==> config.mk <==
export PLATFORM = sky130hd
export DESIGN_NAME = aes_round_key_store_flat
export DESIGN_NICKNAME = d
export VERILOG_FILES = /design/src/rtl/aes_round_key_store_if.sv /design/src/rtl/aes_round_key_store.sv /design/src/flat_wrapper.sv
export SDC_FILE = /design/constraint.sdc
export NUM_CORES = 1
export LEC_CHECK = 0
export ABC_AREA = 1
export CAP_MARGIN = 25
export CORE_MARGIN = 1.5
export CORE_UTILIZATION = 56
export DETAILED_ROUTE_END_ITERATION = 6
export PLACE_DENSITY_LB_ADDON = 0.1
export SETUP_SLACK_MARGIN = 0.4
export SYNTH_ARGS = -nofsm -noshare
export SYNTH_HDL_FRONTEND = slang
export SYNTH_SLANG_ARGS = --single-unit
==> constraint.sdc <==
create_clock -name clk -period 3.6 [get_ports clk]
set_clock_uncertainty 0.2 [all_clocks]
set_input_delay 0.54 -clock clk [delete_from_list [all_inputs] [get_ports clk]]
set_output_delay 0.54 -clock clk [all_outputs]
set_load 0.03 [all_outputs]
==> src/rtl/aes_round_key_store_if.sv <==
// Round-key replay handshake between the key store and the decrypt datapath.
//   rk_byte  : replayed round-key byte
//   rk_valid : rk_byte is valid
//   rk_ready : consumer accepts rk_byte
//   rk_round : round index of rk_byte
//   rk_last  : final byte of the replay
// master = key store (producer), slave = datapath (consumer).
interface aes_round_key_store_if;
    logic [7:0] rk_byte;
    logic       rk_valid;
    logic       rk_ready;
    logic [3:0] rk_round;
    logic       rk_last;

    modport master (
        output rk_byte,
        output rk_valid,
        input  rk_ready,
        output rk_round,
        output rk_last
    );

    modport slave (
        input  rk_byte,
        input  rk_valid,
        output rk_ready,
        input  rk_round,
        input  rk_last
    );
endinterface

==> src/rtl/aes_round_key_store.sv <==
// AES round-key store: captures the (NR+1)*NB expanded key bytes from the byte-serial
// key expander and replays them, one byte per handshake, in decryption order
// (round NR first, round 0 last; bytes 0..NB-1 within a round, byte 0 = MSB).
//
// Ports:
//   clk, rst    : clock, synchronous active-high reset
//   flush       : discard stored keys, return to EMPTY
//   kx_byte     : key byte from the expander
//   kx_valid    : kx_byte valid (no backpressure)
//   keys_ready  : all key bytes stored
//   overflow    : sticky, kx_valid seen while FULL or READ
//   rd_start    : pulse that starts a replay (only honoured when FULL)
//   rd_fwd      : (RK_FWD_REPLAY_EN only) replay ascending, round 0 first
//   rk          : replay handshake (aes_round_key_store_if.master)
//
// Optional feature macro: RK_FWD_REPLAY_EN adds rd_fwd for encrypt-order replay.
module aes_round_key_store #(
    parameter int unsigned NR = 10,
    parameter int unsigned NB = 16
) (
    input  logic                         clk,
    input  logic                         rst,
    input  logic                         flush,
    input  logic [7:0]                   kx_byte,
    input  logic                         kx_valid,
    output logic                         keys_ready,
    output logic                         overflow,
    input  logic                         rd_start,
`ifdef RK_FWD_REPLAY_EN
    input  logic                         rd_fwd,
`endif
    aes_round_key_store_if.master        rk
);
    localparam int unsigned Total = (NR + 1) * NB;
    localparam int unsigned AW    = $clog2(Total);
    localparam int unsigned IW    = $clog2(NB);

    typedef enum logic [1:0] {StEmpty, StFill, StFull, StRead} state_e;

    state_e        state;
    logic [7:0]    mem [Total];
    logic [AW-1:0] wr_cnt;
    logic [3:0]    rd_round;
    logic [IW-1:0] rd_idx;
    logic          fwd;
    logic [7:0]    out_byte;
    logic          out_valid;
    logic          out_last;
    logic          ready_q;
    logic          ovf_q;

    logic          start_fwd;
    logic [3:0]    start_round;
    logic [3:0]    last_round;
    logic [3:0]    nxt_round;
    logic [IW-1:0] nxt_idx;
    logic          nxt_last;
    logic [AW-1:0] start_addr;
    logic [AW-1:0] nxt_addr;
    logic          wr_en;

`ifdef RK_FWD_REPLAY_EN
    assign start_fwd = rd_fwd;
`else
    assign start_fwd = 1'b0;
`endif

    function automatic logic [AW-1:0] addr_of(input logic [3:0] round, input logic [IW-1:0] idx);
        return AW'(32'(round) * NB + 32'(idx));
    endfunction

    assign start_round = start_fwd ? 4'd0 : 4'(NR);
    assign last_round  = fwd ? 4'(NR) : 4'd0;
    assign start_addr  = addr_of(start_round, '0);

    // Successor of the byte currently presented; the round steps when the byte index wraps.
    always_comb begin
        nxt_idx   = rd_idx + IW'(1);
        nxt_round = rd_round;
        if (rd_idx == IW'(NB - 1)) begin
            nxt_idx   = '0;
            nxt_round = fwd ? rd_round + 4'd1 : rd_round - 4'd1;
        end
    end

    assign nxt_addr = addr_of(nxt_round, nxt_idx);
    assign nxt_last = (nxt_round == last_round) && (nxt_idx == IW'(NB - 1));

    // A kx_valid coinciding with flush/rst is dropped.
    assign wr_en = kx_valid && !rst && !flush && (state == StEmpty || state == StFill);

    always_ff @(posedge clk) begin
        if (wr_en) begin
            mem[wr_cnt] <= kx_byte;
        end
    end

    always_ff @(posedge clk) begin
        if (rst || flush) begin
            state     <= StEmpty;
            wr_cnt    <= '0;
            rd_round  <= '0;
            rd_idx    <= '0;
            fwd       <= 1'b0;
            out_byte  <= '0;
            out_valid <= 1'b0;
            out_last  <= 1'b0;
            ready_q   <= 1'b0;
            ovf_q     <= 1'b0;
        end else begin
            unique case (state)
                StEmpty: begin
                    if (kx_valid) begin
                        wr_cnt <= AW'(1);
                        state  <= StFill;
                    end
                end
                StFill: begin
                    if (kx_valid) begin
                        if (wr_cnt == AW'(Total - 1)) begin
                            state   <= StFull;
                            ready_q <= 1'b1;
                        end else begin
                            wr_cnt <= wr_cnt + AW'(1);
                        end
                    end
                end
                StFull: begin
                    if (kx_valid) begin
                        ovf_q <= 1'b1;
                    end
                    if (rd_start) begin
                        state     <= StRead;
                        fwd       <= start_fwd;
                        rd_round  <= start_round;
                        rd_idx    <= '0;
                        out_byte  <= mem[start_addr];
                        out_valid <= 1'b1;
                        out_last  <= 1'b0;
                    end
                end
                StRead: begin
                    if (kx_valid) begin
                        ovf_q <= 1'b1;
                    end
                    if (out_valid && rk.rk_ready) begin
                        if (out_last) begin
                            out_valid <= 1'b0;
                            out_last  <= 1'b0;
                            state     <= StFull;
                        end else begin
                            rd_round <= nxt_round;
                            rd_idx   <= nxt_idx;
                            out_byte <= mem[nxt_addr];
                            out_last <= nxt_last;
                        end
                    end
                end
                default: state <= StEmpty;
            endcase
        end
    end

    assign keys_ready  = ready_q;
    assign overflow    = ovf_q;
    assign rk.rk_byte  = out_byte;
    assign rk.rk_valid = out_valid;
    assign rk.rk_round = rd_round;
    assign rk.rk_last  = out_last;
endmodule

==> src/flat_wrapper.sv <==
// flat-port wrapper written by rule: the top's interface ports become plain ports
module aes_round_key_store_flat 
#(
    parameter int unsigned NR = 10,
    parameter int unsigned NB = 16
)
  (clk, rst, flush, kx_byte, kx_valid, keys_ready, overflow, rd_start, rk_rk_byte, rk_rk_valid, rk_rk_ready, rk_rk_round, rk_rk_last);
  aes_round_key_store_if rk_i ();
  input  logic clk;
  input  logic rst;
  input  logic flush;
  input  logic [7:0] kx_byte;
  input  logic kx_valid;
  output logic keys_ready;
  output logic overflow;
  input  logic rd_start;
  output wire logic [$bits(rk_i.rk_byte)-1:0] rk_rk_byte;
  output wire logic [$bits(rk_i.rk_valid)-1:0] rk_rk_valid;
  input wire logic [$bits(rk_i.rk_ready)-1:0] rk_rk_ready;
  output wire logic [$bits(rk_i.rk_round)-1:0] rk_rk_round;
  output wire logic [$bits(rk_i.rk_last)-1:0] rk_rk_last;
  assign rk_rk_byte = rk_i.rk_byte;
  assign rk_rk_valid = rk_i.rk_valid;
  assign rk_i.rk_ready = rk_rk_ready;
  assign rk_rk_round = rk_i.rk_round;
  assign rk_rk_last = rk_i.rk_last;
  aes_round_key_store #(.NR(NR), .NB(NB)) u_core (.clk(clk), .rst(rst), .flush(flush), .kx_byte(kx_byte), .kx_valid(kx_valid), .keys_ready(keys_ready), .overflow(overflow), .rd_start(rd_start), .rk(rk_i));
endmodule
==> summary.md <==
| Metric | Value |
|---|---|
| EDFF count, synth | 1408 |
| Min Clock Period, post-route | 3.12 ns |
| Switching part of the total power | 0.202 |
| Area contributors post-synth | edfxtp_1, nand2_1, nand3_1, nor2_1, o21ai_0 |
| Worst vdd ir | around 0.00057 V |
| Static leakage | 0.0253 uW |
| Fin. Hold Viols | 0 |
| Pre-antenna DRT Iters | 6 |
| Crit end category | register |
| Tcrit/Tclk final | 0.867 |
| Top cells by instance count after synthesis | edfxtp_1, nand2_1, nand3_1 |
| Slew Viols, Final | 0 |
| Drc violations | 0 |
| Synth-to-Final Area Change | 15.7% |
| Htree depth | 4 |
| Io pins | 30 |
| Placed cell areas | roughly 0.064 mm2 |
| Initial cell density of the core | 0.563 |
| Area leader, netlist | edfxtp_1 |
| DRT iter0 DRCs | 5520 |
| # nets final | 5470 |
| Global-route wire length before repair | ~250000 um |
| Final WL | 177000 um |
| Main flop type after synthesis | edfxtp_1 |
| Startpoint Class | register |
| Clock sink total | approximately 1400 |
| Register area share after synthesis | 0.713 |
| Comb power frac | 0.016 |
| P per Cell Area | 486 mW/mm2 |
| Unrepaired setup endpoints after global routing | true |
| Syn nets | 5247 |
| DIE AREA | 0.109 mm2 |
| Num CTS Buffers | 146 |
| Actual transition at the worst max-transition pin | around 0.94 ns |
| Largest net degree at the start of global routing | 100 |
| Vias in the first global route | 38616 |
| Crit path DAT | ~3.6 ns |
| Most frequent cell after synthesis | edfxtp_1 |
| Detailed Place HPWL | 98400 um |
| Clock latency on the worst-skew pair | 0.77 ns |
| All-layer global routing usage | 0.311 |
| CTS root buffer | clkbuf_16 |
| Site Rows | between 100 and 150 |
| Post-placement cell count | between 6000 and 7000 |
| DR vias | between 40000 and 50000 |
| Number of I/O port buffers | 29 |
| Layout cells sized above 1 | 0.117 |
| Cell-internal power | 27000 uW |
| Crit Path Max Fanout | 27 |
| TNS Setup | 0 ns |
| Design area | 0.0696 mm2 |
| Die Ht | 331 um |
| Clk buf depth | 3 |
| Clock share of power | 0.440 |
| Max-Cap Viols | 0 |
| Relative slew slack | 0.374 |
| Yosys top cell area share | 0.703 |
| Seq cells post-synth | around 1400 |
| Post-synthesis cell type count | 44 |
| Die Wd | 331 um |
| Seq pwr share | 0.544 |
| CP Class | reg -> reg |
| Clk slew on worst S/H paths | about 0.060 ns |
| Max Clk Rate | 0.320 GHz |
| Netlist Area Pre-Place | 0.0601 mm2 |
| Filler cells | 8127 |
| Initial antenna violation count | 0 |
| TritonCTS clock tree | built |
| Syn Area/Cell | 11.5 um2 |
| Setup violators final | 0 |
| Placer Congestion | 0.885 |
| Async SR Flop Fraction | 0 |
| Syn Inst Count | 5226 |
| Status | finished clean |
| Wire per inst | 25.3 um |
| Synth Warn # | 0 |
| Area of the core | ~0.11 mm2 |
| Number of diodes | 0 |
| Detail Route Antenna Nets | 0 |
| Congestion Overflow GR | 0 |
| Final std cells w/o fill | 6972 |
| Min-Delay Path Class | in -> reg |
| WP data required | 4.05 ns |
| Via-per-instance ratio | 5.99 |
| Psw | roughly 7000 uW |
[registers in the layout (all words and copies together), names as in the netlist]
name	flops
u_core.keys_ready	1
u_core.mem	1408
u_core.overflow	1
u_core.rd_idx	4
u_core.rk.rk_byte	8
u_core.rk.rk_last	1
u_core.rk.rk_round	4
u_core.rk.rk_valid	1
u_core.state	2
u_core.wr_cnt	8
[logic make-up after synthesis]
group / count (synthesis) / synth area share
AND/OR/NAND/NOR: 2503 / 0.178
flip-flops: 1438 / 0.713
buffers and inverters: 660 / 0.0507
AO/OA/AOI/OAI: 616 / 0.0559
adder cells (fa/ha/maj): 7 / 0.00146
XOR/XNOR: 2 / 0.000416
[stage by stage]
step	setup WS, ns	hold WS (ns)	utilization	total power, uW
floorplan	0.506	0.268	-	18800
global placement	0.206	0.255	0.595	19200
detailed placement	0.166	0.258	0.595	19200
CTS	0.416	0.0231	0.643	33900
global route	0.357	0.0402	0.652	34600
finish	0.477	0.0507	0.652	33800
[repair_timing]
item / CTS / global route
hold buffers: 1 / 0
endpoints found under the setup margin: 8 / 8
setup buffers: 7 / 18
cloned: 6 / 21
pin swaps: 1 / 4
endpoints found under the hold margin: 41 / 0
gates resized for setup: 27 / 50
[power by group through the flow]
stage	sequential [uW]	clock, uW	combinational, uW
after floorplan	18700	0	115
after global placement	18700	0	517
after detailed placement	18700	0	524
after CTS	18400	15000	530
after global routing	18400	15600	581
final	18400	14900	551
[cells in the final DEF (no fill, tap or decap), types with 4 or more instances in the layout]
cell type,synthesis,layout
a21oi_1,160,158
buf_12,1,44
buf_16,0,18
buf_4,44,287
buf_6,28,23
bufbuf_16,0,5
bufinv_16,0,10
clkbuf_1,110,27
clkbuf_16,0,169
clkdlybuf4s50_1,0,21
clkinv_1,3,42
clkinv_2,0,25
clkinvlp_4,0,4
dfxtp_1,30,29
edfxtp_1,1408,1408
ha_1,7,5
inv_1,306,304
inv_6,0,7
nand2_1,1145,1143
nand3_1,809,789
nand3_2,0,20
nand3b_1,64,64
nor2_1,460,458
nor3_1,10,10
o211ai_1,72,72
o21ai_0,306,306
o21ai_1,32,30
o22ai_1,30,30
or2_2,8,8
[cell type report]
cell class / count / area (um2) / area share
Tap cell: 1403 / 1760 / 0.0252
Timing Repair inverter: 3 / 33.8 / 0.000486
Clock inverter: 87 / 724 / 0.0104
Multi-Input combinational cell: 3129 / 14400 / 0.207
Sequential cell: 1438 / 42900 / 0.617
Clock buffer: 181 / 3940 / 0.0567
Inverter: 315 / 1250 / 0.0180
Timing Repair Buffer: 416 / 4590 / 0.0660
[worst max-delay path, cell delays in order, from the launching register on]
cell,delay (ns)
dfxtp_2,0.38
ha_2,0.23
nand3_4,0.14
nand2_8,0.11
buf_12,0.14
buf_12,0.15
buf_12,0.11
bufbuf_16,0.31
nand2_1,0.09
nand3_1,0.07
nand2_1,0.06
nand2_1,0.06
nand3_1,0.14
nand3_1,0.13
nand3_2,0.18
nand3_1,0.18
nand2_1,0.07
nand2_1,0.07
nand2_1,0.05
nand2_1,0.06
a21oi_1,0.05
[final timing paths]
check / to / start / cells past startpoint / slack, ns
max: u_core.rk.rk_byte[5] / u_core.rd_idx[1] / 20 / 0.48
min: u_core.mem[135][7] / kx_byte[7] / 1 / 0.05
max reg2reg: u_core.rk.rk_byte[5] / u_core.rd_idx[1] / 20 / 0.48
min reg2reg: u_core.keys_ready / u_core.keys_ready / 1 / 0.27
[routing by layer]
metal / track usage / routed length [um] / part of all wire
met2: 0.484 / 83000 / 0.47
met4: 0.104 / 5760 / 0.033
met1: 0.444 / 70900 / 0.40
met3: 0.0608 / 17000 / 0.096
met5: 0 / 0 / 0
No activity file was read; power rests on OpenSTA's default activity.
